`src/rtl/uart_seq_pkg.sv`:
```
// Shared definitions for the uart16550 WB configuration sequencer: register map,
// bit positions and the sequencer state encoding.
package uart_seq_pkg;

  localparam logic [2:0] RBR_THR_DLL = 3'd0;
  localparam logic [2:0] IER_DLM     = 3'd1;
  localparam logic [2:0] FCR         = 3'd2;
  localparam logic [2:0] LCR         = 3'd3;
  localparam logic [2:0] LSR         = 3'd5;

  localparam int LCR_DLAB_BIT = 7;
  localparam int LSR_THRE_BIT = 5;

  // Configuration states are contiguous and CFG_IER is followed by READY.
  typedef enum logic [3:0] {
    IDLE, CFG_LCR_DLAB, CFG_DLL, CFG_DLM, CFG_LCR, CFG_FCR, CFG_IER,
    READY, RD_LSR, WR_THR
  } state_t;

  function automatic logic [7:0] lcr_dlab(input logic [7:0] lcr, input logic dlab);
    lcr_dlab = lcr;
    lcr_dlab[LCR_DLAB_BIT] = dlab;
  endfunction

endpackage

```
`src/rtl/uart_wb_xfer.sv`:
```
// Single-transfer Wishbone engine: launches one registered cycle per req_i while idle,
// ends it on ack (done_o, same cycle) or after ACK_TIMEOUT cycles without ack (timeout_o).
module uart_wb_xfer #(
  parameter int ADDR_W      = 3,
  parameter int DATA_W      = 8,
  parameter int ACK_TIMEOUT = 255
) (
  input  logic              clk,
  input  logic              rst,
  input  logic              req_i,
  input  logic              we_i,
  input  logic [ADDR_W-1:0] adr_i,
  input  logic [DATA_W-1:0] wdata_i,
  output logic              done_o,
  output logic [DATA_W-1:0] rdata_o,
  output logic              timeout_o,
  output logic [ADDR_W-1:0] wb_adr_o,
  output logic [DATA_W-1:0] wb_dat_o,
  input  logic [DATA_W-1:0] wb_dat_i,
  output logic              wb_we_o,
  output logic              wb_stb_o,
  output logic              wb_cyc_o,
  output logic [3:0]        wb_sel_o,
  input  logic              wb_ack_i
);

  localparam int CNT_W = $clog2(ACK_TIMEOUT + 1);

  logic              cyc_q;
  logic              we_q;
  logic [ADDR_W-1:0] adr_q;
  logic [DATA_W-1:0] dat_q;
  logic [3:0]        sel_q;
  logic [CNT_W-1:0]  cnt_q;

  assign done_o    = cyc_q & wb_ack_i;
  assign timeout_o = cyc_q & ~wb_ack_i & (cnt_q == CNT_W'(ACK_TIMEOUT - 1));
  assign rdata_o   = wb_dat_i;

  assign wb_cyc_o = cyc_q;
  assign wb_stb_o = cyc_q;
  assign wb_we_o  = we_q;
  assign wb_adr_o = adr_q;
  assign wb_dat_o = dat_q;
  assign wb_sel_o = sel_q;

  always_ff @(posedge clk or posedge rst) begin
    if (rst) begin
      cyc_q <= 1'b0;
      we_q  <= 1'b0;
      adr_q <= '0;
      dat_q <= '0;
      sel_q <= 4'b0000;
      cnt_q <= '0;
    end else if (!cyc_q) begin
      if (req_i) begin
        cyc_q <= 1'b1;
        we_q  <= we_i;
        adr_q <= adr_i;
        dat_q <= wdata_i;
        sel_q <= 4'b1111;
        cnt_q <= '0;
      end
    end else if (done_o || timeout_o) begin
      cyc_q <= 1'b0;
      we_q  <= 1'b0;
      sel_q <= 4'b0000;
    end else begin
      cnt_q <= cnt_q + 1'b1;
    end
  end

endmodule

```
`src/rtl/uart_wb_cfg_seq.sv`:
```
// Programs the uart16550 over WB after start, then streams tx bytes into THR.
// tx_ready only in READY with credit; credit refilled by polling LSR.THRE.
module uart_wb_cfg_seq
  import uart_seq_pkg::*;
#(
  parameter int ADDR_W      = 3,
  parameter int DATA_W      = 8,
  parameter int FIFO_DEPTH  = 16,
  parameter int ACK_TIMEOUT = 255
) (
  input  logic              clk,
  input  logic              rst,
  input  logic              start,
  input  logic [15:0]       divisor,
  input  logic [7:0]        lcr_val,
  input  logic [7:0]        fcr_val,
  input  logic [7:0]        ier_val,
  output logic              cfg_busy,
  output logic              cfg_done,
  output logic              err_o,
  input  logic [7:0]        tx_data,
  input  logic              tx_valid,
  output logic              tx_ready,
  output logic [ADDR_W-1:0] wb_adr_o,
  output logic [DATA_W-1:0] wb_dat_o,
  input  logic [DATA_W-1:0] wb_dat_i,
  output logic              wb_we_o,
  output logic              wb_stb_o,
  output logic              wb_cyc_o,
  output logic [3:0]        wb_sel_o,
  input  logic              wb_ack_i
);

  localparam int CR_W = $clog2(FIFO_DEPTH + 1);
  localparam logic [DATA_W-1:0] THRE_MASK = DATA_W'(1) << LSR_THRE_BIT;

  state_t          state_q;
  logic [CR_W-1:0] credit_q;
  logic [15:0]     div_q;
  logic [7:0]      lcr_q, fcr_q, ier_q, data_q;
  logic            pend_q, busy_q, done_q, err_q;

  logic              xfer_req, xfer_we, xfer_done, xfer_timeout;
  logic [ADDR_W-1:0] xfer_adr;
  logic [DATA_W-1:0] xfer_wdata, xfer_rdata;

  logic        hs, in_cfg, cap, cfg_go, thre;
  logic [15:0] go_div;

  assign tx_ready = (state_q == READY) && (credit_q != '0);
  assign hs       = tx_valid && tx_ready;
  assign in_cfg   = state_q inside {CFG_LCR_DLAB, CFG_DLL, CFG_DLM, CFG_LCR, CFG_FCR, CFG_IER};
  assign cap      = start && !in_cfg;
  assign go_div   = cap ? divisor : div_q;
  assign thre     = |(xfer_rdata & THRE_MASK);

  assign cfg_busy = busy_q;
  assign cfg_done = done_q;
  assign err_o    = err_q;

  // A start seen mid-transfer (or alongside a tx handshake) is honoured when the transfer ends.
  always_comb begin
    cfg_go = 1'b0;
    case (state_q)
      IDLE:           cfg_go = start;
      READY:          cfg_go = start && !hs;
      RD_LSR, WR_THR: cfg_go = xfer_done && (pend_q || start);
      default:        cfg_go = 1'b0;
    endcase
  end

  always_comb begin
    xfer_req   = 1'b1;
    xfer_we    = 1'b1;
    xfer_adr   = ADDR_W'(LCR);
    xfer_wdata = '0;
    case (state_q)
      CFG_LCR_DLAB: xfer_wdata = DATA_W'(lcr_dlab(lcr_q, 1'b1));
      CFG_DLL:      begin xfer_adr = ADDR_W'(RBR_THR_DLL); xfer_wdata = DATA_W'(div_q[7:0]);  end
      CFG_DLM:      begin xfer_adr = ADDR_W'(IER_DLM);     xfer_wdata = DATA_W'(div_q[15:8]); end
      CFG_LCR:      xfer_wdata = DATA_W'(lcr_dlab(lcr_q, 1'b0));
      CFG_FCR:      begin xfer_adr = ADDR_W'(FCR);         xfer_wdata = DATA_W'(fcr_q);       end
      CFG_IER:      begin xfer_adr = ADDR_W'(IER_DLM);     xfer_wdata = DATA_W'(ier_q);       end
      RD_LSR:       begin xfer_adr = ADDR_W'(LSR);         xfer_we    = 1'b0;                 end
      WR_THR:       begin xfer_adr = ADDR_W'(RBR_THR_DLL); xfer_wdata = DATA_W'(data_q);      end
      default:      xfer_req = 1'b0;
    endcase
  end

  always_ff @(posedge clk or posedge rst) begin
    if (rst) begin
      state_q  <= IDLE;
      credit_q <= '0;
      div_q    <= '0;
      lcr_q    <= '0;
      fcr_q    <= '0;
      ier_q    <= '0;
      data_q   <= '0;
      pend_q   <= 1'b0;
      busy_q   <= 1'b0;
      done_q   <= 1'b0;
      err_q    <= 1'b0;
    end else if (xfer_timeout) begin
      state_q  <= IDLE;
      credit_q <= '0;
      pend_q   <= 1'b0;
      busy_q   <= 1'b0;
      done_q   <= 1'b0;
      err_q    <= 1'b1;
    end else begin
      if (cap) begin
        div_q <= divisor;
        lcr_q <= lcr_val;
        fcr_q <= fcr_val;
        ier_q <= ier_val;
      end
      if (cfg_go) begin
        pend_q   <= 1'b0;
        done_q   <= 1'b0;
        credit_q <= '0;
        err_q    <= (go_div == 16'd0);
        busy_q   <= (go_div != 16'd0);
        state_q  <= (go_div == 16'd0) ? IDLE : CFG_LCR_DLAB;
      end else begin
        if (cap) pend_q <= 1'b1;
        case (state_q)
          CFG_LCR_DLAB, CFG_DLL, CFG_DLM, CFG_LCR, CFG_FCR, CFG_IER:
            if (xfer_done) begin
              state_q <= state_t'(state_q + 4'd1);
              if (state_q == CFG_IER) begin
                busy_q   <= 1'b0;
                done_q   <= 1'b1;
                credit_q <= '0;
              end
            end
          READY:
            if (hs) begin
              data_q  <= tx_data;
              state_q <= WR_THR;
            end else if (tx_valid && credit_q == '0) begin
              state_q <= RD_LSR;
            end
          RD_LSR:
            if (xfer_done) begin
              if (thre) credit_q <= CR_W'(FIFO_DEPTH);
              state_q <= READY;
            end
          WR_THR:
            if (xfer_done) begin
              if (credit_q != '0) credit_q <= credit_q - 1'b1;
              state_q <= READY;
            end
          default: ;
        endcase
      end
    end
  end

  uart_wb_xfer #(
    .ADDR_W(ADDR_W), .DATA_W(DATA_W), .ACK_TIMEOUT(ACK_TIMEOUT)
  ) u_xfer (
    .clk       (clk),
    .rst       (rst),
    .req_i     (xfer_req),
    .we_i      (xfer_we),
    .adr_i     (xfer_adr),
    .wdata_i   (xfer_wdata),
    .done_o    (xfer_done),
    .rdata_o   (xfer_rdata),
    .timeout_o (xfer_timeout),
    .wb_adr_o  (wb_adr_o),
    .wb_dat_o  (wb_dat_o),
    .wb_dat_i  (wb_dat_i),
    .wb_we_o   (wb_we_o),
    .wb_stb_o  (wb_stb_o),
    .wb_cyc_o  (wb_cyc_o),
    .wb_sel_o  (wb_sel_o),
    .wb_ack_i  (wb_ack_i)
  );

endmodule

```
`config.mk`:
```
export PLATFORM = sky130hd
export DESIGN_NAME = uart_wb_cfg_seq
export DESIGN_NICKNAME = d
export VERILOG_FILES = /design/src/rtl/uart_seq_pkg.sv /design/src/rtl/uart_wb_xfer.sv /design/src/rtl/uart_wb_cfg_seq.sv
export SDC_FILE = /design/constraint.sdc
export NUM_CORES = 1
export LEC_CHECK = 0
export CORE_UTILIZATION = 53
export CTS_BUF_LIST = sky130_fd_sc_hd__clkbuf_4 sky130_fd_sc_hd__clkbuf_8
export CTS_CLUSTER_DIAMETER = 200
export DETAILED_ROUTE_END_ITERATION = 7
export MAX_ROUTING_LAYER = met4
export PLACE_DENSITY = 0.9
export SLEW_MARGIN = 10
export SYNTH_ARGS = -nofsm -noshare
export SYNTH_HDL_FRONTEND = slang
export SYNTH_SLANG_ARGS = --single-unit
```
`constraint.sdc`:
```
create_clock -name clk -period 3 [get_ports clk]
set_clock_uncertainty 0.05 [all_clocks]
set_input_delay 0.45 -clock clk [delete_from_list [all_inputs] [get_ports clk]]
set_output_delay 0.45 -clock clk [all_outputs]
set_load 0.1 [all_outputs]
```
==> results of run 1 <==
final cells by class:
| class | count | area share, % |
|---|---|---|
| flip-flops and latches | 82 | 40.2 |
| multi-input cells | 244 | 36.2 |
| repair buffers | 84 | 15.4 |
| clock inverters | 7 | 2.50 |
| clock buffers | 9 | 2.43 |
| well taps | 99 | 2.43 |
| inverters | 11 | 0.809 |
synth_stat cells, types with 2 or more instances:
| library cell | number | area (um^2) |
|---|---|---|
| a211oi_1 | 3 | 22.5 |
| a21o_1 | 5 | 37.5 |
| a21oi_1 | 19 | 95.1 |
| a222oi_1 | 12 | 120 |
| a22o_1 | 4 | 35.0 |
| a22oi_1 | 2 | 15.0 |
| a311oi_1 | 2 | 17.5 |
| a32o_1 | 2 | 20.0 |
| and3_1 | 3 | 18.8 |
| and4_1 | 2 | 17.5 |
| buf_2 | 5 | 25.0 |
| buf_4 | 5 | 37.5 |
| clkbuf_1 | 11 | 41.3 |
| dfrtp_1 | 82 | 2050 |
| ha_1 | 8 | 100 |
| inv_1 | 11 | 41.3 |
| mux2_1 | 47 | 529 |
| mux2i_1 | 2 | 20.0 |
| nand2_1 | 16 | 60.1 |
| nand2b_1 | 8 | 50.1 |
| nand3_1 | 9 | 45.0 |
| nand3b_1 | 4 | 30.0 |
| nand4_1 | 4 | 25.0 |
| nor2_1 | 17 | 63.8 |
| nor2b_1 | 5 | 31.3 |
| nor3_1 | 6 | 30.0 |
| nor3b_1 | 3 | 22.5 |
| nor4_1 | 9 | 56.3 |
| o211ai_1 | 3 | 22.5 |
| o21a_1 | 3 | 22.5 |
| o21ai_0 | 12 | 60.1 |
| o22ai_1 | 3 | 18.8 |
| o2bb2ai_1 | 2 | 17.5 |
| o31ai_1 | 2 | 15.0 |
| or3_1 | 4 | 25.0 |
| or4_1 | 2 | 15.0 |
| xor2_1 | 2 | 17.5 |
report_power, final:
group	total, mW	internal, mW	switching, mW
combinational	3.28	1.09	2.19
sequential	1.93	1.57	0.366
clock	1.02	0.568	0.449
total	6.23	3.22	3.01
routing by layer:
layer  part of all wire, %  GRT usage (%)  up-vias  wire length (um)
li1                      -              -     1499                 -
met1                    39           35.6     1694              4080
met2                    50           47.1      187              5220
met3                   7.7           6.22       36               804
met4                   3.7           14.9        0               383
met5                     0              -        -                 0
worst paths after layout:
check	from	to	slack, ns	cells after the start
worst max register to register	state_q[1]$_DFFE_PP0P_	credit_q[3]$_DFFE_PP0P_	0.22	7
worst min register to register	fcr_q[7]$_DFFE_PP0P_	fcr_q[7]$_DFFE_PP0P_	0.44	1
min in group clk	fcr_q[7]$_DFFE_PP0P_	fcr_q[7]$_DFFE_PP0P_	0.44	1
max in group asynchronous	rst	fcr_q[3]$_DFFE_PP0P_	1.67	4
worst min-delay path	rst	pend_q$_DFFE_PP0P_	0.41	2
worst max-delay path	state_q[1]$_DFFE_PP0P_	credit_q[3]$_DFFE_PP0P_	0.22	7
per-stage QoR:
step                instance area, um^2  total power [mW]
detailed placement                 4850              5.16
CTS                                5100              6.21
floorplan                          4080              4.38
finish                             5100              6.23
global placement                   4850              5.01
global route                       5100              6.54
flip-flops by register name (all words and copies together) (netlist names):
name / count
cfg_busy: 1
cfg_done: 1
credit_q: 5
data_q: 8
div_q: 16
err_o: 1
fcr_q: 8
ier_q: 8
lcr_q: 7
pend_q: 1
state_q: 4
u_xfer.cnt_q: 8
u_xfer.wb_adr_o: 3
u_xfer.wb_cyc_o: 1
u_xfer.wb_dat_o: 8
u_xfer.wb_sel_o: 1
u_xfer.wb_we_o: 1
kinds of logic (layout without fill, tap and decap cells):
family                     count (synthesis)  count (layout)
DFF                                       82              82
xor gates and xnor gates                   3               3
AOI/OAI and AO/OA                         85              85
buffers and inverters                     35             111
adders and majority gates                  8               8
and+or+nand+nor                           99              99
muxes                                     49              49
==> metrics.md, run 1 <==
| Metric | Value |
|---|---|
| Most frequent cells in the layout | `dfrtp_1, clkdlybuf4s50_1, mux2_1` |
| XOR/XNOR Fraction of Synth Area | `0.645%` |
| Number of detailed-route iterations in the first pass | `5` |
| Adder-cell share of the synthesized area | `2.46%` |
| CTS resizes | `0` |
| DRC | `0` |
| First-pass GRT wire length | `16900 um` |
| CTS root buffer | `clkbuf_8` |
| Slew margin rel. | `49.7%` |
| Kind of critical path | `reg2reg` |
| Die H | `89.7 um` |
| Peak supply drop | `702 uV` |
| Commonest non-fill, non-tap cell in the layout | `dfrtp_1` |
| H-tree depth reported by CTS | `3` |
| CTS Buffer Depth | `2` |
| Die ar. | `0.00804 mm^2` |
| Slowest-stage cell, CP | `or4_1` |
| Worst-Margin Slew | `0.753 ns` |
| Pre-CTS setup slack | `0.286 ns` |
| CTS tree | `done` |
| Fillers | `494` |
| Register area | `0.00205 mm^2` |
| PwrDens | `1220 mW/mm^2` |
| Final Hold Vio Count | `0` |
| Async set-reset flop share out of synthesis | `100%` |
| CTS Sinks | `82` |
| Cell row count | `31` |
| CP delay by family, top | `simple AND/OR/NAND/NOR gates` |
| GRT Total Usage | `29.5%` |
| CORE AREA | `0.00733 mm^2` |
| Pin count of the biggest net entering global routing | `48` |
| Finished Layout Cells | `536` |
| Hold Path Class | `in2async` |
| Synth Register Bits | `82` |
| Layout cells sized above 1 | `12.6%` |
| Die Span X | `89.7 um` |
| I/O Buffers | `74` |
| Worst path cell trace | `inv_1 -> ha_1 -> nor2_1 -> o21a_1 -> or4_1 -> or4b_1 -> a21oi_1` |
| Final TNS setup | `0 ns` |
| Final period util | `92.7%` |
| Synth cell types | `59` |
| Io pins | `83` |
| MaxCap Viol Count | `0` |
| Ys flop type | `dfrtp_1` |
| Routed vias | `3416` |
| Number of global-route vias before repair | `3419` |
| Hpwl dp | `7340 um` |
| Initial DRC Count | `365` |
| Post-synth EDFFs | `0` |
| Hold buffer count at CTS | `0` |
| Layout area overhead | `25.2%` |
| Largest family of logic cells by synthesized area | `compound AO/OA/AOI/OAI gates` |
| Compound-cell area share of the yosys netlist | `15.2%` |
| Setup ws final | `0.220 ns` |
| Crit-path max cell delay | `0.66 ns` |
| GPL Wtd Cong | `0.932` |
| Simple-gate share of the synthesized area | `13.5%` |
| CP startpoint kind | `register` |
| Mapped Area | `0.00407 mm^2` |
| Clock latency at the later pin of the worst-skew pair | `0.36 ns` |
| Routed Antenna Nets | `0` |
| CP endpoint kind | `register` |
| Syn_nets | `430` |
| Diodes inserted | `0` |
| GRT Residual Overflow | `0` |
| Critical path required time | `3.23 ns` |
| Synth Instances | `361` |
| Multi-input combinational cell area | `0.00185 mm^2` |
| Final WL | `10500 um` |
| Wire per inst | `19.6 um` |
| # setup viols final | `0` |
| Worst path bufs/invs | `1` |
| Ys Warns | `0` |
| Layout Nets | `501` |
| Crit path time final | `2.78 ns` |
| Crit-path max FO | `10` |
| Post-CTS setup buffer count | `0` |
| Placed cells | `520` |
| Status | `complete, no violations` |
| Vias per cell | `6.37` |
| FMAX | `360 MHz` |
| Syn avg cell area | `11.3 um^2` |
| Worst-path clk slew | `0.09 ns` |
| Num CTS Buffers | `9` |
| Final Hold Slack | `0.413 ns` |
| Initial antenna violation count | `0` |
| Slew Limit Fails | `0` |
| Pleak | `2.20 nW` |
| Arrival @ worst endpoint | `3.01 ns` |
| Final core occ | `69.6%` |
| RSZ-0062 raised after global routing | `false` |
| Sequential share of the synthesized area | `50.4%` |
| Mux contribution to synthesized area | `13.5%` |
| Starting Density | `55.6%` |
No activity file was read; power rests on OpenSTA's default activity.
==> run 2: changes to the inputs <==
- CORE_UTILIZATION: 53 -> 25
- CTS_CLUSTER_DIAMETER: 200 -> unset
- PLACE_DENSITY: 0.9 -> 0.53
==> metrics.md, run 2 (same netlist as run 1, synthesis figures left out) <==
| Metric | Value |
|---|---|
| Wire per inst | `16.6 um (-15%)` |
| CTS Buffer Depth | `2 (unchanged)` |
| Io pins | `83 (unchanged)` |
| Starting Density | `25.6% (-30 points)` |
| Clock latency at the later pin of the worst-skew pair | `0.37 ns (about the same)` |
| Pint | `2.98 mW (-7.5%)` |
| Hpwl dp | `8250 um (+12%)` |
| CORE AREA | `0.0159 mm^2 (+120%)` |
| Cell row count | `46 (+48%)` |
| Slew Limit Fails | `0 (unchanged)` |
| CTS tree | `done` |
| RSZ-0062 raised after global routing | `false` |
| Largest register by flop count | `div_q` |
| Vias per cell | `4.97 (-22%)` |
| NetSw | `2.92 mW (-3.1%)` |
| Arrival @ worst endpoint | `2.89 ns (-0.12 ns)` |
| Commonest non-fill, non-tap cell in the layout | `dfrtp_1` |
| Crit path from | `state_q[1]$_DFFE_PP0P_` |
| CTS resizes | `0 (unchanged)` |
| Hold buffer count at CTS | `0 (unchanged)` |
| Final TNS setup | `0 ns (unchanged)` |
| Peak supply drop | `696 uV (-0.73%)` |
| Max reg flops | `16 (unchanged)` |
| Final Hold Slack | `0.346 ns (-0.0674 ns)` |
| Final Hold Vio Count | `0 (unchanged)` |
| Routed Antenna Nets | `0 (unchanged)` |
| Number of global-route vias before repair | `3302 (-3.4%)` |
| Post-route cell area | `0.00520 mm^2 (+2.0%)` |
| Status | `complete, no violations` |
| GRT Total Usage | `14.3% (-15 points)` |
| Crit-path max FO | `9 (-1)` |
| Initial antenna violation count | `0 (unchanged)` |
| Worst-path clk slew | `0.09 ns (about the same)` |
| I/O Buffers | `74 (unchanged)` |
| Num CTS Buffers | `9 (unchanged)` |
| Hold Path Class | `in2async` |
| Post-CTS setup buffer count | `0 (unchanged)` |
| Slew margin rel. | `48.8% (-0.95 points)` |
| Clock Power Share | `12.4% (-3.9 points)` |
| CP endpoint kind | `register` |
| FMAX | `378 MHz (+5.0%)` |
| Final WL | `10900 um (+3.9%)` |
| Flop pwr share | `32.7% (+1.7 points)` |
| Initial DRC Count | `160 (-56%)` |
| CP startpoint kind | `register` |
| CTS root buffer | `clkbuf_8` |
| Most frequent cells in the layout | `dfrtp_1, clkdlybuf4s50_1, mux2_1` |
| Critical path required time | `3.24 ns (about the same)` |
| DRC | `0 (unchanged)` |
| Die Span X | `130 um (+45%)` |
| # setup viols final | `0 (unchanged)` |
| Pin count of the biggest net entering global routing | `58 (+21%)` |
| Sw Ratio | `49.4% (+1.2 points)` |
| Die ar. | `0.0168 mm^2 (+110%)` |
| Layout cells sized above 1 | `13.6% (+1.0 points)` |
| Placed cell area | `0.00503 mm^2 (+3.7%)` |
| PwrDens | `1130 mW/mm^2 (-7.2%)` |
| Crit path time final | `2.65 ns (-0.131 ns)` |
| Routed vias | `3265 (-4.4%)` |
| MaxCap Viol Count | `0 (unchanged)` |
| Layout area overhead | `27.7%` |
| Final period util | `88.3% (-4.4 points)` |
| Diodes inserted | `0 (unchanged)` |
| CTS Sinks | `82 (unchanged)` |
| GPL Wtd Cong | `0.808 (-13%)` |
| Die H | `130 um (+45%)` |
| R2r startpoint | `state_q[1]$_DFFE_PP0P_` |
| Pleak | `2.18 nW (-0.96%)` |
| Layout Nets | `505 (+0.80%)` |
| GRT Residual Overflow | `0 (unchanged)` |
| H-tree depth reported by CTS | `3 (unchanged)` |
| First-pass GRT wire length | `17500 um (+3.3%)` |
| Number of detailed-route iterations in the first pass | `6 (+1)` |
| Comb power frac | `54.9% (+2.3 points)` |
| Worst-Margin Slew | `0.769 ns (+0.0159 ns)` |
| Kind of critical path | `reg2reg` |
run 2: worst paths after layout:
path,endpoint,slack [ns],depth (start not counted)
max in group asynchronous,u_xfer.cnt_q[4]$_DFFE_PP0P_,1.89,3
setup / recovery,credit_q[1]$_DFFE_PP0P_,0.35,8
setup reg to reg,credit_q[1]$_DFFE_PP0P_,0.35,8
hold / removal,ier_q[3]$_DFFE_PP0P_,0.35,2
min in group clk,u_xfer.wb_dat_o[1]$_DFFE_PP0P_,0.44,1
hold reg to reg,u_xfer.wb_dat_o[1]$_DFFE_PP0P_,0.44,1
run 2: power by group through the flow:
stage	logic, mW	registers (mW)	clock network (mW)
final	3.24	1.93	0.732
after global routing	3.48	1.99	0.803
after CTS	3.27	1.93	0.756
after detailed placement	3.26	1.95	0
after global placement	3.20	1.94	0
after floorplan	1.78	2.60	0
run 2: stage by stage:
step / cells / util [%] / total power, mW / setup slack (ns)
final: 657 / 32.8 / 5.90 / 0.351
after global routing: 657 / 32.8 / 6.28 / 0.182
after CTS: 657 / 32.8 / 5.95 / 0.368
after detailed placement: 641 / 31.7 / 5.21 / 0.399
after global placement: 641 / 31.7 / 5.15 / 0.416
after floorplan: 361 / - / 4.38 / 0.160
run 2: worst max-delay path, stage by stage (launching register included):
cell     delay, ns
dfrtp_1       0.42
inv_1         0.11
ha_1          0.39
nor2_1        0.15
o21a_1        0.25
or4_1         0.54
buf_4         0.18
or3_1         0.31
a21oi_1       0.16
run 2: layer usage:
metal	share of wire (%)	vias up	track usage, %
li1	-	1505	-
met1	46	1649	17.9
met2	48	98	22.4
met3	4.6	13	3.55
met4	1.6	0	4.72
met5	0	-	-
run 2: final cells by class:
class                           count  area [um^2]
Fill cell                        1622        10700
Sequential cell                    82         2050
Multi-Input combinational cell    244         1850
Timing Repair Buffer               88          816
Tap cell                          216          270
Clock buffer                       10          131
Clock inverter                      6         42.5
Inverter                           11         42.5
